**config.mk**
```make
export PLATFORM = sky130hd
export DESIGN_NAME = pll_reset_sequencer
export DESIGN_NICKNAME = d
export VERILOG_FILES = /design/src/rtl/pll_reset_sequencer_pkg.sv /design/src/rtl/pll_reset_sequencer_sync2.sv /design/src/rtl/pll_reset_sequencer.sv
export SDC_FILE = /design/constraint.sdc
export NUM_CORES = 1
export LEC_CHECK = 0
export ABC_AREA = 1
export BUFFER_PORTS_ARGS = -buffer_cell sky130_fd_sc_hd__buf_2
export CAP_MARGIN = 5
export CELL_PAD_IN_SITES_DETAIL_PLACEMENT = 1
export CELL_PAD_IN_SITES_GLOBAL_PLACEMENT = 1
export CORE_ASPECT_RATIO = 1.25
export CORE_UTILIZATION = 49
export DETAILED_ROUTE_END_ITERATION = 6
export PLACE_DENSITY_LB_ADDON = 0.1
export SYNTH_ARGS = -nofsm -noshare
export SYNTH_HDL_FRONTEND = slang
export SYNTH_SLANG_ARGS = --single-unit
```
**constraint.sdc**
```tcl
create_clock -name clock -period 6.57 [get_ports clock]
set_clock_uncertainty 0.2 [all_clocks]
set_input_delay 0.657 -clock clock [delete_from_list [all_inputs] [get_ports clock]]
set_output_delay 0.657 -clock clock [all_outputs]
set_load 0.01 [all_outputs]
```
**src/rtl/pll_reset_sequencer_pkg.sv**
```systemverilog
// pll_reset_sequencer_pkg: state encoding, status widths and counter sizing shared by the
// reset sequencer and the status/LED block.
package pll_reset_sequencer_pkg;

   typedef enum logic [1:0] {
      PLL_RST   = 2'd0,
      WAIT_LOCK = 2'd1,
      STRETCH   = 2'd2,
      RUN       = 2'd3
   } seq_state_e;

   localparam int RETRY_W = 4;

   function automatic int max4(input int a, input int b, input int c, input int d);
      int ab;
      int cd;
      ab = (a > b) ? a : b;
      cd = (c > d) ? c : d;
      return (ab > cd) ? ab : cd;
   endfunction

endpackage

```
**src/rtl/pll_reset_sequencer_sync2.sv**
```systemverilog
// sync2: two-flop synchroniser for asynchronous single-bit inputs, clears to 0 on reset.
module sync2 (
   input  logic clock,
   input  logic reset_n,
   input  logic d_i,
   output logic q_o
);

   logic meta_q;

   always_ff @(posedge clock or negedge reset_n) begin
      if (!reset_n) begin
         meta_q <= 1'b0;
         q_o    <= 1'b0;
      end else begin
         meta_q <= d_i;
         q_o    <= meta_q;
      end
   end

endmodule

```
**src/rtl/pll_reset_sequencer.sv**
```systemverilog
// pll_reset_sequencer: holds the PLL in reset, debounces its lock, then stretches the
// design reset before releasing it; resequences on lock loss or soft restart.
module pll_reset_sequencer
   import pll_reset_sequencer_pkg::*;
#(
   parameter int RST_CYCLES     = 16,
   parameter int LOCK_CYCLES    = 1024,
   parameter int STRETCH_CYCLES = 256,
   parameter int TIMEOUT_CYCLES = 65536,
   parameter int CNT_W          = $clog2(max4(RST_CYCLES, LOCK_CYCLES, STRETCH_CYCLES, TIMEOUT_CYCLES)) + 1
) (
   input  logic               clock,
   input  logic               reset_n,
   input  logic               pll_lock,
   input  logic               restart,
   output logic               pll_resetb,
   output logic               sys_reset,
   output logic               ready,
   output logic               lock_lost,
   output logic [RETRY_W-1:0] retries,
   output logic [1:0]         state
);

   localparam logic [CNT_W-1:0] RST_LD     = CNT_W'(RST_CYCLES - 1);
   localparam logic [CNT_W-1:0] LOCK_LD    = CNT_W'(LOCK_CYCLES - 1);
   localparam logic [CNT_W-1:0] STRETCH_LD = CNT_W'(STRETCH_CYCLES - 1);
   localparam logic [CNT_W-1:0] TMO_LAST   = CNT_W'(TIMEOUT_CYCLES - 1);

   logic               lock_s;
   seq_state_e         st_q, st_d;
   logic [CNT_W-1:0]   cnt_q, cnt_d;
   logic [CNT_W-1:0]   tmo_q, tmo_d;
   logic [RETRY_W-1:0] retries_q, retries_d;
   logic               lock_lost_q, lock_lost_d;
   logic               pll_resetb_q, sys_reset_q, ready_q;
   logic               accept;

   sync2 u_lock_sync (
      .clock   (clock),
      .reset_n (reset_n),
      .d_i     (pll_lock),
      .q_o     (lock_s)
   );

   assign accept = lock_s && (cnt_q == '0);

   always_comb begin
      st_d        = st_q;
      cnt_d       = cnt_q;
      tmo_d       = tmo_q;
      retries_d   = retries_q;
      lock_lost_d = lock_lost_q;
      case (st_q)
         PLL_RST: begin
            if (cnt_q == '0) begin
               st_d  = WAIT_LOCK;
               cnt_d = LOCK_LD;
               tmo_d = '0;
            end else begin
               cnt_d = cnt_q - 1'b1;
            end
         end
         WAIT_LOCK: begin
            tmo_d = tmo_q + 1'b1;
            if (!lock_s) begin
               cnt_d = LOCK_LD;
            end else if (accept) begin
               st_d  = STRETCH;
               cnt_d = STRETCH_LD;
            end else begin
               cnt_d = cnt_q - 1'b1;
            end
            // acceptance on the final timeout cycle still counts as a lock
            if (tmo_q == TMO_LAST && !accept) begin
               st_d      = PLL_RST;
               cnt_d     = RST_LD;
               retries_d = (retries_q == '1) ? retries_q : retries_q + 1'b1;
            end
         end
         STRETCH: begin
            if (!lock_s) begin
               st_d  = PLL_RST;
               cnt_d = RST_LD;
            end else if (cnt_q == '0) begin
               st_d = RUN;
            end else begin
               cnt_d = cnt_q - 1'b1;
            end
         end
         RUN: begin
            if (!lock_s) begin
               st_d        = PLL_RST;
               cnt_d       = RST_LD;
               lock_lost_d = 1'b1;
            end
         end
      endcase
      if (restart) begin
         st_d  = PLL_RST;
         cnt_d = RST_LD;
      end
   end

   always_ff @(posedge clock or negedge reset_n) begin
      if (!reset_n) begin
         st_q         <= PLL_RST;
         cnt_q        <= RST_LD;
         tmo_q        <= '0;
         retries_q    <= '0;
         lock_lost_q  <= 1'b0;
         pll_resetb_q <= 1'b0;
         sys_reset_q  <= 1'b1;
         ready_q      <= 1'b0;
      end else begin
         st_q         <= st_d;
         cnt_q        <= cnt_d;
         tmo_q        <= tmo_d;
         retries_q    <= retries_d;
         lock_lost_q  <= lock_lost_d;
         pll_resetb_q <= (st_d != PLL_RST);
         sys_reset_q  <= (st_d != RUN);
         ready_q      <= (st_d == RUN);
      end
   end

   assign pll_resetb = pll_resetb_q;
   assign sys_reset  = sys_reset_q;
   assign ready      = ready_q;
   assign lock_lost  = lock_lost_q;
   assign retries    = retries_q;
   assign state      = st_q;

endmodule

```
==> metrics, run 1 <==
Root Buffer clkbuf_8; share of layout cells above drive strength 1 13.98%; Tmin final 2.650 ns; fin nets 387; WP data arrival 2.64 ns; Post-CTS Setup Bufs 0; CTS tree yes; Vias/cell 5.327; Die X ~70 um; global route total overflow 0; first-pass GRT wire length roughly 12000 um; Ports 14; overall routed net length 6495 um; kind of critical path flip-flop to flip-flop; max-cap violation count 0; vias in the first global route 2567; R2R depth 15; Comb power frac 3.9%; most frequent cell after synthesis nand2_1; Clock Path Buffers 2; worst-skew pair later-pin latency roughly 0.3 ns; unrepaired setup endpoints after global routing false; Fin. Hold Viols 0; syn_nets 371; Reg2Reg Setup Slack between 3 and 4 ns; CP max FO 6; placed inst area between 2000 and 3000 um2; Post-Synthesis Cells 362; Antenna Cells 0; antenna-violating nets left 0; DR WL/cell 14.66 um; switching share of power 22.46%; final worst path period share 40.34%; EDFF count, synth 0; Max Slew Vio Count 0; port bufs 13; cts bufs inserted 5; cell accounting for the most synthesized area dfrtp_1; clock network power share roughly 41%; clk sinks 46; Synth-to-Final Area Change 7.888%; Net Switching 116.9 uW; top_reg_cell synth dfrtp_1; Clock transition at path regs 0.08 ns; vias ~2400; pin count of the biggest net entering global routing 47; top post-synthesis cells by area dfrtp_1 37%, nand2_1 16%, nor2_1 5.7%, dfstp_2 4.8%, inv_1 4.5%; Seq/Total Area, Yosys 41.93%; VDD IR max 0.0001422 V; status finished clean; YS warnings 0; final worst setup slack 3.920 ns; Starting DRT DRC Count 85; DRC Markers 0; cell depth of the worst hold path 0; Post-synth top cells 115 x nand2_1, 42 x nor2_1, 41 x dfrtp_1, 33 x inv_1, 24 x nand3_1; Lkg Pwr about 0.0015 uW; endpoint type of the worst setup path flip-flop; Core Area 5443 um2; H-tree depth 2; fillers 708; post-synthesis register bit count 46; Final TNS setup 0 ns; worst slack, placed 3.957 ns; initial antenna violation count 0; Initial Utilization between 50% and 60%; 1st-pass router iterations 3; CTS Hold Buffers Added 0; Final Wtd Congestion 0.7900; die area ~5900 um2; syn_area_per_cell 7.625 um2; Pwr Density 174.8 nW/um2; row count 30; FMAX 0.3773 GHz; worst slew pin tran 1.057 ns; fin area 2978 um2; post_cts resized 0; Post-Synthesis Cell Area 2760 um2; internal power 403.6 uW; All-Layer GR Usage 24.17%; Netlist cell types 36; post-synth top area share 37.17%; Setup crit start kind flip-flop; Hold Crit Class flip-flop to flip-flop; die height about 86 um; post-detail-place hpwl a little under 5000 um; share of power burned in registers 55.4%; Critical Path RT 6.56 ns; Rel. slew slack 29.56%; Post-synth ARST share 100.0%; Final setup viols 0
-- cells in the final DEF (no fill, tap or decap), drive strengths merged, types with 7 or more instances in the layout --
master    n
a21oi     7
buf      13
dfrtp    41
inv      37
nand2   121
nand3    24
nand4     8
nor2     52
o21ai    19
xor2     10
-- flip-flops by register name, summed over array words and instances, names as in the netlist --
name,count
tmo_q,17
cnt_q,17
sys_reset,1
pll_resetb,1
retries,4
ready,1
u_lock_sync.meta_q,1
state,2
lock_lost,1
u_lock_sync.q_o,1
-- critical path, cell delays in order, from the launching register on --
cell and delay, ns:
dfrtp_1 0.43, ha_1 0.19, nand2_1 0.07, inv_1 0.08, nand2_1 0.08, nor2_2 0.17, nand3_1 0.16, nor2_1 0.12
nand2_1 0.09, nor2_1 0.10, ha_1 0.20, nand2_1 0.11, nor2_1 0.14, nand2_2 0.10, o21ai_0 0.22, nand2_1 0.08
-- per-layer routing --
layer	part of all wire (%)	vias up	track usage, %
met3	1.4	13	3.408
met2	55	18	46.16
met4	2.2	0	8.905
li1	-	1189	-
met5	0	-	0
met1	41	1140	27.05
-- path summary, 6_finish.rpt --
path	startpoint	end
setup / recovery	tmo_q[0]$_DFFE_PN0P_	retries[2]$_DFFE_PN0P_
hold / removal	u_lock_sync.meta_q$_DFF_PN0_	u_lock_sync.q_o$_DFF_PN0_
setup reg to reg	tmo_q[0]$_DFFE_PN0P_	retries[2]$_DFFE_PN0P_
hold reg to reg	u_lock_sync.meta_q$_DFF_PN0_	u_lock_sync.q_o$_DFF_PN0_
max in group asynchronous	reset_n	retries[0]$_DFFE_PN0P_
min in group asynchronous	reset_n	cnt_q[15]$_DFFE_PN0P_
-- stage by stage --
| stage | instances | hold slack (ns) | util, % | power, uW |
|---|---|---|---|---|
| after detailed placement | 435 | 0.1463 | 52.71 | 314.6 |
| after global placement | 435 | 0.1329 | 52.71 | 314.1 |
| after CTS | 443 | 0.1668 | 54.71 | 527.4 |
| after global routing | 443 | 0.1695 | 54.71 | 540.3 |
| final | 443 | 0.1609 | 54.71 | 520.5 |
| after floorplan | 362 | 0.1312 | - | 304.2 |
-- power by group through the flow --
stage               logic, uW  registers (uW)  clock network [uW]
floorplan                10.9             293                   0
global placement         20.4             294                   0
detailed placement       20.8             294                   0
CTS                      21.0             288                 218
global route             23.7             289                 228
finish                   20.2             288                 212
-- cells by family after synthesis --
group,after synthesis,share of synthesized area [%]
fa+ha+maj,5,2.267
simple gates,213,34.90
compound gates,40,9.157
buf+inv,42,6.663
flops,46,41.93
xor+xnor,16,5.077
-- cell type report --
type	count	area (um2)	share of cell area, %
Tap cell	64	80.08	2.689
Clock buffer	5	68.82	2.311
Multi-Input combinational cell	274	1419	47.65
Timing Repair Buffer	13	65.06	2.185
Clock inverter	3	40.04	1.345
Inverter	38	147.6	4.958
Sequential cell	46	1157	38.87
Note: power is estimated with default switching activity, not from simulation.
==> run 2: changes to the inputs <==
--- a/config.mk
+++ b/config.mk
@@ -11,7 +11,7 @@
 export CELL_PAD_IN_SITES_DETAIL_PLACEMENT = 1
 export CELL_PAD_IN_SITES_GLOBAL_PLACEMENT = 1
 export CORE_ASPECT_RATIO = 1.25
-export CORE_UTILIZATION = 49
+export CORE_UTILIZATION = 45
 export DETAILED_ROUTE_END_ITERATION = 6
 export PLACE_DENSITY_LB_ADDON = 0.1
 export SYNTH_ARGS = -nofsm -noshare
==> constraint.sdc (replaced) <==
create_clock -name clock -period 2.5 [get_ports clock]
set_clock_uncertainty 0.2 [all_clocks]
set_input_delay 0.25 -clock clock [delete_from_list [all_inputs] [get_ports clock]]
set_output_delay 0.25 -clock clock [all_outputs]
set_load 0.01 [all_outputs]
==> metrics, run 2 (synthesized netlist as in run 1, its figures left out) <==
antenna-violating nets left 0 (unchanged); Setup crit start kind flip-flop; max-cap violation count 0 (unchanged); placed inst area 2929 um2 (+2.1%); CP max FO 7 (+1); vias 2422 (+2.6%); Starting DRT DRC Count 68 (-20%); initial antenna violation count 0 (unchanged); most frequent cells in the layout 106 x nand2_1, 41 x dfrtp_1, 40 x nor2_1; pin count of the biggest net entering global routing 47 (unchanged); Critical Path RT 2.50 ns (-4.06 ns); 1st-pass router iterations 4 (+1); Hold Crit Class input port to flip-flop; Pwr Density 413.4 nW/um2 (+140%); DP Cell Count 458 (+5.3%); Final Wtd Congestion 0.8078 (+2.3%); cell depth of the worst hold path 3 (+3); worst slew pin tran 0.6050 ns (-0.4517 ns); fin nets 397 (+2.6%); VDD IR max 0.0002144 V (+51%); port bufs 13 (unchanged); status finished clean; All-Layer GR Usage 22.76% (-1.4 points); critical path's largest stage delay 0.38 ns (-0.05 ns); DR WL/cell 14.18 um (-3.3%); Final Util 53.36% (-1.3 points); Overall Power 1292 uW (+150%); final worst setup slack 0.1633 ns (-3.756 ns); Max Slew Vio Count 0 (unchanged); Reg2Reg Setup Slack 0.16 ns (-3.76 ns); Worst path top cell family by delay simple AND/OR/NAND/NOR gates; Vias/cell 5.142 (-3.5%); Die X 72.05 um (+4.2%); Antenna Cells 0 (unchanged); WP data arrival 2.33 ns (-0.31 ns); CTS tree yes; CP Buf/Inv Count 2 (+1); Ports 14 (unchanged); Lkg Pwr 0.001585 uW (+3.0%); post-detail-place hpwl 4827 um (about the same); Initial Utilization 47.13% (-3.6 points); die height 89.56 um (+4.2%); crit path cell chain ha_2 -> nand2_2 -> inv_2 -> nand2_2 -> nor2_4 -> nand3_2 -> nor2_1 -> nand2_1 -> nor2_2 -> ha_2 -> inv_2 -> nand4_1 -> nand2_4 -> nand4_1 -> nand2_1; kind of critical path flip-flop to flip-flop; H-tree depth 2 (unchanged); Tmin final 2.337 ns (-0.3137 ns); CP Depth 15 (unchanged); final worst path period share 93.47% (+53 points); Root Buffer clkbuf_8; R2R depth 15 (unchanged); FMAX 0.4279 GHz (+13%); vias in the first global route 2469 (-3.8%); Fin. Hold Viols 0 (unchanged); endpoint type of the worst setup path flip-flop; HP Start restart; die area 6453 um2 (+8.7%); share of layout cells above drive strength 1 20.31% (+6.3 points); row count 31 (+3.3%); overall routed net length 6677 um (+2.8%); Core Area 5857 um2 (+7.6%); worst hold endpoint sys_reset$_DFF_PN1_; fin area 3126 um2 (+5.0%); Rel. slew slack 59.67% (+30 points); global route total overflow 0 (unchanged); Clock Path Buffers 2 (unchanged); CP max-delay cell dfrtp_1; commonest non-fill, non-tap cell in the layout nand2_1; Clock transition at path regs 0.09 ns (about the same); clk sinks 46 (unchanged); Post-Layout Cell Count 471 (+6.3%); Synth-to-Final Area Change 13.24%; reg-to-reg startpoint tmo_q[1]$_DFFE_PN0P_; first-pass GRT wire length 11300 um (-2.0%); DRC Markers 0 (unchanged); Reg-to-Reg End cnt_q[13]$_DFFE_PN0P_; worst slack, placed 0.06550 ns (-3.891 ns); Final setup viols 0 (unchanged); cts bufs inserted 5 (unchanged); worst-skew pair later-pin latency 0.30 ns (about the same)
run 2: changes by cell type in the layout (fill, tap and decap cells not counted), moves of 3 or more:
cell     delta
nand3_1     -3
nand2_2     +7
buf_4       +8
nand3_2     +3
inv_2       +3
inv_1       -3
nand2_1     -9
run 2: final cells by class:
class	instances	area, um2
clock buffer	7	86.33
multi-input combinational	274	1481
timing repair buffer	23	145.1
tap	82	102.6
sequential	46	1157
clock inverter	1	5.005
fill	747	2731
inverter	38	147.6
run 2: worst max path at each step:
| stage | from | end |
|---|---|---|
| after floorplan | tmo_q[0]$_DFFE_PN0P_ | retries[2]$_DFFE_PN0P_ |
| after global placement | tmo_q[1]$_DFFE_PN0P_ | cnt_q[6]$_DFFE_PN0P_ |
| after detailed placement | tmo_q[1]$_DFFE_PN0P_ | cnt_q[4]$_DFFE_PN0P_ |
| after CTS | tmo_q[1]$_DFFE_PN0P_ | cnt_q[4]$_DFFE_PN0P_ |
| after global routing | tmo_q[1]$_DFFE_PN0P_ | cnt_q[6]$_DFFE_PN0P_ |
| final | tmo_q[1]$_DFFE_PN0P_ | cnt_q[13]$_DFFE_PN0P_ |
run 2: what timing repair did:
action                     in CTS  in global routing
hold buffers                    2                  0
setup endpoints to repair       0                 22
setup buffers                   0                  3
resized for setup               0                 22
hold endpoints to repair       42                  0
run 2: worst min-delay path, cell delays in order:
cell,delay [ns]
buf_2,0.11
nor2_2,0.07
nand2_8,0.11
run 2: through the flow:
step | setup TNS (ns) | hold slack, ns
after floorplan | 0 | -0.2456
after global placement | 0 | 0.1330
after detailed placement | 0 | 0.1426
after CTS | 0 | 0.07459
after global routing | -0.08635 | 0.09692
final | 0 | 0.08750
run 2: power by group:
group	total (uW)	switching, uW	internal, uW
registers	757	4.28	753
clock network	476	252	223
logic	59.5	41.8	17.6
total	1290	299	994
run 2: per-layer routing:
| metal | track usage, % | part of all wire (%) |
|---|---|---|
| met1 | 26.07 | 43 |
| met2 | 44.08 | 55 |
| met3 | 2.706 | 1.3 |
| met4 | 6.952 | 1.4 |
| met5 | 0 | 0 |
